**src/rtl/kt_pkg.sv**
```systemverilog
// Shared types and constants for the KnightsTour command arbitration path.
package kt_pkg;

  typedef enum logic [2:0] {
    IDLE  = 3'd0,
    ISSUE = 3'd1,
    EXEC  = 3'd2,
    RESP  = 3'd3,
    ABORT = 3'd4
  } arb_state_t;

  typedef enum logic {
    OWN_RMT  = 1'b0,
    OWN_TOUR = 1'b1
  } owner_t;

  localparam logic [7:0] RESP_ACK = 8'hA5;
  localparam logic [7:0] RESP_NAK = 8'hEE;

endpackage

```
**src/rtl/cmd_wdog.sv**
```systemverilog
// Watchdog counter: cleared on grant, counts while enabled, and flags the
// final allowed cycle (count == TIMEOUT-1).
module cmd_wdog #(
  parameter int TIMEOUT = 100_000_000,
  parameter int TMR_W   = $clog2(TIMEOUT + 1)
) (
  input  logic clk,
  input  logic rst_n,
  input  logic clr,
  input  logic en,
  output logic expired
);

  localparam logic [TMR_W-1:0] LAST = TMR_W'(TIMEOUT - 1);

  logic [TMR_W-1:0] count;

  // Saturates at LAST so a stalled enable can never wrap and re-arm.
  always_ff @(posedge clk or negedge rst_n) begin
    if (!rst_n)
      count <= '0;
    else if (clr)
      count <= '0;
    else if (en && (count != LAST))
      count <= count + TMR_W'(1);
  end

  assign expired = (count == LAST);

endmodule

```
**src/rtl/cmd_arb.sv**
```systemverilog
// Arbitrates the single cmd_proc command port between the remote UART stream
// and the tour sequencer, with round-robin tie-break and a completion watchdog.
module cmd_arb
  import kt_pkg::*;
#(
  parameter int TIMEOUT = 100_000_000,
  parameter int TMR_W   = $clog2(TIMEOUT + 1)
) (
  input  logic        clk,
  input  logic        rst_n,
  input  logic [15:0] rmt_cmd,
  input  logic        rmt_cmd_rdy,
  output logic        rmt_clr_cmd_rdy,
  input  logic [15:0] tour_cmd,
  input  logic        tour_cmd_rdy,
  output logic        tour_clr_cmd_rdy,
  output logic [15:0] cmd,
  output logic        cmd_rdy,
  input  logic        clr_cmd_rdy,
  input  logic        send_resp,
  output logic [7:0]  resp,
  output logic        rmt_send_resp,
  output logic        tour_resp_ack,
  output logic        tour_fault,
  output logic        busy,
  output logic        owner
);

  arb_state_t state, state_nxt;
  owner_t     owner_q;
  logic       grant;
  logic       gnt_tour;
  logic       expired;

  cmd_wdog #(.TIMEOUT(TIMEOUT), .TMR_W(TMR_W)) u_wdog (
    .clk     (clk),
    .rst_n   (rst_n),
    .clr     (grant),
    .en      ((state == ISSUE) || (state == EXEC)),
    .expired (expired)
  );

  // NOTE: every variable gets a default before the case so no latch is inferred.
  always_comb begin
    state_nxt = state;
    grant     = 1'b0;
    gnt_tour  = 1'b0;
    case (state)
      IDLE: begin
        if (rmt_cmd_rdy || tour_cmd_rdy) begin
          grant     = 1'b1;
          gnt_tour  = tour_cmd_rdy && (!rmt_cmd_rdy || (owner_q == OWN_RMT));
          state_nxt = ISSUE;
        end
      end
      ISSUE: begin
        if (send_resp)        state_nxt = RESP;
        else if (expired)     state_nxt = ABORT;
        else if (clr_cmd_rdy) state_nxt = EXEC;
      end
      EXEC: begin
        if (send_resp)    state_nxt = RESP;
        else if (expired) state_nxt = ABORT;
      end
      RESP, ABORT: state_nxt = IDLE;
      default:     state_nxt = IDLE;
    endcase
  end

  // NOTE: non-blocking assignments only; pulses default low each edge and the
  // later conditional assignments override that default.
  always_ff @(posedge clk or negedge rst_n) begin
    if (!rst_n) begin
      state            <= IDLE;
      owner_q          <= OWN_TOUR;
      cmd              <= 16'h0000;
      cmd_rdy          <= 1'b0;
      resp             <= RESP_ACK;
      rmt_clr_cmd_rdy  <= 1'b0;
      tour_clr_cmd_rdy <= 1'b0;
      rmt_send_resp    <= 1'b0;
      tour_resp_ack    <= 1'b0;
      tour_fault       <= 1'b0;
      busy             <= 1'b0;
    end else begin
      state            <= state_nxt;
      busy             <= (state_nxt != IDLE);
      rmt_clr_cmd_rdy  <= 1'b0;
      tour_clr_cmd_rdy <= 1'b0;
      rmt_send_resp    <= 1'b0;
      tour_resp_ack    <= 1'b0;
      tour_fault       <= 1'b0;

      if (grant) begin
        cmd              <= gnt_tour ? tour_cmd : rmt_cmd;
        owner_q          <= gnt_tour ? OWN_TOUR : OWN_RMT;
        cmd_rdy          <= 1'b1;
        rmt_clr_cmd_rdy  <= !gnt_tour;
        tour_clr_cmd_rdy <= gnt_tour;
      end

      if ((state_nxt == EXEC) || (state_nxt == RESP) || (state_nxt == ABORT))
        cmd_rdy <= 1'b0;

      if (state_nxt == RESP) begin
        if (owner_q == OWN_RMT) begin
          rmt_send_resp <= 1'b1;
          resp          <= RESP_ACK;
        end else begin
          tour_resp_ack <= 1'b1;
        end
      end

      if (state_nxt == ABORT) begin
        if (owner_q == OWN_RMT) begin
          rmt_send_resp <= 1'b1;
          resp          <= RESP_NAK;
        end else begin
          tour_fault <= 1'b1;
        end
      end
    end
  end

  assign owner = owner_q;

endmodule

```
**config.mk**
```make
export PLATFORM = sky130hd
export DESIGN_NAME = cmd_arb
export DESIGN_NICKNAME = d
export VERILOG_FILES = /design/src/rtl/kt_pkg.sv /design/src/rtl/cmd_wdog.sv /design/src/rtl/cmd_arb.sv
export SDC_FILE = /design/constraint.sdc
export NUM_CORES = 1
export LEC_CHECK = 0
export BUFFER_PORTS_ARGS = -buffer_cell sky130_fd_sc_hd__buf_2
export CAP_MARGIN = 20
export CORE_UTILIZATION = 40
export CTS_CLUSTER_SIZE = 40
export DETAILED_ROUTE_END_ITERATION = 7
export GPL_TIMING_DRIVEN = 0
export PLACE_DENSITY = 0.64
export SYNTH_ARGS = -nofsm -noshare
export SYNTH_HDL_FRONTEND = slang
export SYNTH_SLANG_ARGS = --single-unit
export TNS_END_PERCENT = 30
```
**constraint.sdc**
```tcl
create_clock -name clk -period 2.9 [get_ports clk]
set_input_delay 0.145 -clock clk [delete_from_list [all_inputs] [get_ports clk]]
set_output_delay 0.145 -clock clk [all_outputs]
set_load 0.005 [all_outputs]
```
== After elaboration in Yosys (flattened, before gate mapping) ==
Cells that the tools add are included.
Operators by class
  add/subtract/negate cells: 1
  multipliers: 0
  div/mod/pow operators: 0
  magnitude comparators: 0
  equal/unequal tests: 7
  shift operators: 0
  muxes and demuxes: 30
  bitwise logic cells: 1
  reduce and logical (&&, ||, !) cells: 13
Operators by type and width (number)
  2-to-1 mux 27 bit: 2
  2-to-1 mux 8 bit: 4
  adder 27 x 1 -> 27 bit, second input constant: 1
  equality test 27 bit, second input constant: 1
  != test 27 bit, second input constant: 1
  2-to-1 mux 3 bit: 6
  2-to-1 mux 1 bit: 16
  2-to-1 mux 16 bit: 1
  equality test 3 x 2 -> 1 bit, second input constant: 3
  one-hot mux 3 bit (3 select lines): 1
  logical OR 1 bit: 5
  nonzero test 2 bit: 2
  equality test 3 x 1 -> 1 bit, second input constant: 1
  equality test 3 bit, second input constant: 1
  zero test 3 bit: 1
  nonzero test 3 bit: 1
  logical AND 1 bit: 2
  zero test 1 bit: 2
  NOT 1 bit: 1
Word-level totals
  register bits: 62
  bits in latches: 0
  RAM bits: 0
  bits in read-only memories: 0
  bits of input ports: 38
  output and inout bits: 32
  word-level logic and storage cells: 64
  memories: 0

== Depth between registers and ports, before layout ==
  depth after elaboration: 8
  gate-level depth with buffers: 7
  gate-level depth less buffers: 6

== By module ==
From an unflattened synthesis, not the netlist that was laid out.
Second synthesis, totals
  cells, all modules: 282
  area, all modules: 3006.6 um^2
Modules (own cells, without submodules)
  cmd_arb: times used 1, cells each 120, area an instance 1516.5 um^2, seq. area each 882.1 um^2
  cmd_wdog: times used 1, cells each 162, area an instance 1490.2 um^2, seq. area each 675.6 um^2

== Worst setup path before layout ==
No wires, ideal clock.
  path kind: register to register
  from: register u_wdog.count[0]
  to: register u_wdog.count[21]
  setup time: 0.078 ns
  arrival: 1.705 ns
  required time: 2.822 ns
  path slack: 1.117 ns
  cell stages (with the launch flop): 7
  path buffers: 0
  clock period less this slack: 1.783 ns
  cells stage by stage: dfrtp_1 ha_1 nand3_1 nand4bb_2 o2111ai_4 or4_1 a21oi_1
On the way
  word-level cells in the longest chain between the ends: 3
Ends and longest elaborated chain
  from (decl): line cmd_wdog.sv:16  | logic [TMR_W-1:0] count;
  from (signal assigned): line cmd_wdog.sv:25  | count <= count + TMR_W'(1);
  adder 27 x 1 -> 27 bit or != test 27 bit (tied branches): line cmd_wdog.sv:25, cmd_wdog.sv:24
  2-to-1 mux 27 bit or logical AND 1 bit (tied branches): line cmd_wdog.sv:24  | else if (en && (count != LAST))
  2-to-1 mux 27 bit or nonzero test 2 bit (tied branches)
Parallel ways exist; a longest one is shown, timed or not. The select of a mux whose other input is x is not followed.
A chain may end at the register's enable or synchronous reset.

== Worst setup path in the final report ==
  from: register owner_q (netlist: owner)
  to: register cmd[8]
On the way
  word-level cells in the longest chain between the ends: 6
Ends and longest elaborated chain
  from (decl): line cmd_arb.sv:30  | owner_t owner_q;
  from (signal assigned): line cmd_arb.sv:96  | owner_q <= gnt_tour ? OWN_TOUR : OWN_RMT;
  NOT 1 bit
  logical OR 1 bit: line cmd_arb.sv:52  | gnt_tour = tour_cmd_rdy && (!rmt_cmd_rdy || (owner_q == OWN_RMT));
  logical AND 1 bit: line cmd_arb.sv:52
  2-to-1 mux 1 bit: line cmd_arb.sv:50  | if (rmt_cmd_rdy || tour_cmd_rdy) begin
  2-to-1 mux 1 bit: line cmd_arb.sv:48  | case (state)
  2-to-1 mux 16 bit: line cmd_arb.sv:95  | cmd <= gnt_tour ? tour_cmd : rmt_cmd;
  to (signal assigned): line cmd_arb.sv:95
  to (decl): line cmd_arb.sv:17  | output logic [15:0] cmd,
Every way passes these cells.

==> run_results.csv <==
group,metric,value,unit
worst_setup_path,critPathLaunchType,"flop",
global_routing,grt_max_degree,63,
place,hpwl,4470,um
cells_and_area,nFillCells,603,
worst_setup_path,cp_num_buf_inv,3,
cells_and_area,nets,423,
synth,synthCells,286,
floorplan,start_util,42.2,%
power,ir_worst_vdd,0.386,mV
power,p_leak,1.77,nW
synth,synth_ff_type,"dfrtp_1",
drt,drcViolationCount,0,
sta,hold_viol_final,0,
floorplan,io-pin-count,70,
synth,synth_enable_flop_cells,0,
worst_setup_path,max_stage_delay,610,ps
sta,final_max_slew_viol_count,0,
clocking,root_buffer,"clkbuf_8",
cells_and_area,seqCellArea,1560,sq um
drt,wire_per_inst,13.8,um
run,max-cap-violations,0,
cells_and_area,multi_input_area,1290,sq um
power,p_per_area,795,nW/um^2
sta,tightest_slew,780,ps
drt,avgViaCountPerCell,5.15,
synth,synth_fp_nets,325,
synth,synth-seq-area-share,53.2,%
worst_setup_path,crit_family,"buffers and inverters",
cells_and_area,final_util,54.5,%
synth,syn_avg_cell_area,10.2,sq um
sta,setup_viol,0,
cells_and_area,n_antenna_cell,0,
synth,synth.area.top_cells,"dfrtp_1 49%, nand2_1 6.3%, dfstp_2 4.5%",
drt,first_pass_iters,4,
global_routing,gr-total-overflow,0,
floorplan,die_x,87.6,um
worst_setup_path,path_common_cell,"nand2_1",
place,io_buffers,69,
sta,finalCritPeriodShare,85.2,%
global_routing,grt_pass1_wl,11100,um
worst_setup_path,worstPathRequired,3180,ps
cells_and_area,drive_gt1_share,28.5,%
clocking,clkLatencyLatePin,340,ps
synth,synth_area,2930,sq um
sta,grt_setup_unrepaired,"false",
clocking,cts-resized-gates,0,
sta,fmax,405,MHz
sta,skew,9.51,ps
drt,wl,6680,um
synth,synth.most_common_cell,"dfrtp_1",
floorplan,die_h,87.6,um
synth,synth-seq-cells,62,
worst_setup_path,crit_fanout,10,
worst_setup_path,crit_path_cell_trace,"nand2_1 > and3_1 > buf_2 > nor2_1 > buf_2 > nand2_1 > nand2_1 > dlygate4sd3_1",
place,place_congestion,0.751,
synth,synth_cell_types,49,
drt,via_count,2496,
clocking,htreeDepth,3,
sta,tns,0,ps
global_routing,grt_usage,18.9,%
synth,synthTopCellsByCount,"57 x dfrtp_1, 49 x nand2_1, 16 x a22oi_1",
cells_and_area,area_growth,29.2,%
floorplan,rows,30,
sta,slew_headroom,48.0,%
status,status,"finished clean",
floorplan,dieArea,7670,sq um
worst_setup_path,critical_path_class,"reg -> reg",
clocking,clock_path_buffers,2,
floorplan,coreArea,6940,sq um
synth,yosysWarnings,0,
clocking,cts-buffers-inserted,9,
global_routing,grt_pass1_vias,2384,
synth,async_flop_share,100,%
clocking,cts_sinks,62,
worst_setup_path,crit_path_top_delay_cell,"dfstp_2",
drt,final_antenna_net_count,0,
synth,synth_top_area_share,48.7,%
worst_setup_path,worst_ep_arrival_time,2750,ps
sta,min_period,2470,ps
drt,drt_iter0_markers,103,
clocking,cts_setup_buffers,0,
worst_setup_path,cp-end-kind,"flop",
worst_hold_path,hold_class,"in -> reg",
synth,yosysTopAreaCell,"dfrtp_1",
global_routing,antenna_found_initial,0,
clocking,clkTransAtPathRegs,70,ps
clocking,cts_tree,"done",
==> metal layers <==
layer	global-route usage, %	part of all wire (%)	wire (um)
met5	0	0	0
met4	8.20	1.8	119
met3	4.24	3.5	237
met2	30.4	48	3220
met1	24.7	46	3100
==> power by group <==
group          switching, mW  internal (mW)  leakage (nW)  total (mW)
Clock                  0.355          0.424        0.0951       0.779
Combinational          0.597          0.431         0.876        1.03
Sequential             0.133           1.07         0.803        1.20
Total                   1.08           1.93          1.77        3.01
==> final cells by class <==
class                           count  area share (%)
Sequential cell                    62            41.1
Multi-Input combinational cell    205            34.1
Timing Repair Buffer               87            13.9
Clock buffer                       10            3.64
Tap cell                           96            3.17
Clock inverter                      6            1.85
Buffer                             11            1.39
Inverter                            8           0.793
==> cell usage in the layout, fill, tap and decap left out, drive strengths merged, types with 2 or more instances in the layout <==
master,Yosys,final
buf,6,75
dfrtp,57,57
nand2,50,50
dlygate4sd3,0,18
a22oi,16,16
nor2,15,15
clkbuf,5,15
nand3,14,14
a21oi,13,13
o21ai,13,13
or4,9,9
inv,8,9
o31ai,8,8
o211ai,7,7
or3,7,7
and3,6,6
a21o,5,5
dfstp,5,5
nand4,5,5
xnor2,4,4
or2,4,4
and2,3,3
nand2b,3,3
xor2,3,3
clkinvlp,0,3
nor4,3,3
and4,2,2
mux2i,2,2
a2111oi,2,2
nor4b,2,2
==> worst min-delay path: stages <==
cell	delay, ps
buf_2	80
a22oi_1	50
nand2_1	50
==> timing repair <==
action,4_1_cts,5_1_grt
hold endpoints to repair,71,0
setup endpoints to repair,0,0
hold buffers,18,0
==> kinds of logic (layout without fill, tap and decap cells) <==
family,after synthesis,count (layout),share of synthesized area [%]
DFF,62,62,53.2
muxes,2,2,0.683
adders and majority gates,1,1,0.427
buffers and inverters,19,122,2.82
AOI/OAI and AO/OA,68,68,16.5
xor gates and xnor gates,7,7,2.09
and+or+nand+nor,127,127,24.3
==> metrics by stage <==
step	hold WS, ps	std cells	instance area (sq um)	total power, mW	setup WS, ps
6_report	14.8	485	3790	3.01	429
5_1_grt	6.44	485	3790	3.23	258
4_1_cts	1.41	485	3790	3.03	424
3_5_place_dp	283	451	3400	2.19	749
3_3_place_gp	343	451	3400	2.17	765
2_1_floorplan	-151	286	2930	1.82	1120
==> path summary, 6_finish.rpt <==
path | startpoint | to | cells past startpoint | slack, ps
max in group asynchronous | rst_n | cmd[13] | 2 | 1960
setup / recovery | owner | cmd[8] | 8 | 430
setup reg to reg | owner | cmd[8] | 8 | 430
min in group asynchronous | rst_n | u_wdog.count[25] | 2 | 430
hold reg to reg | flop | flop | 1 | 480
hold / removal | tour_cmd[4] | cmd[4] | 3 | 10
Power figures use the tool's default switching activity.
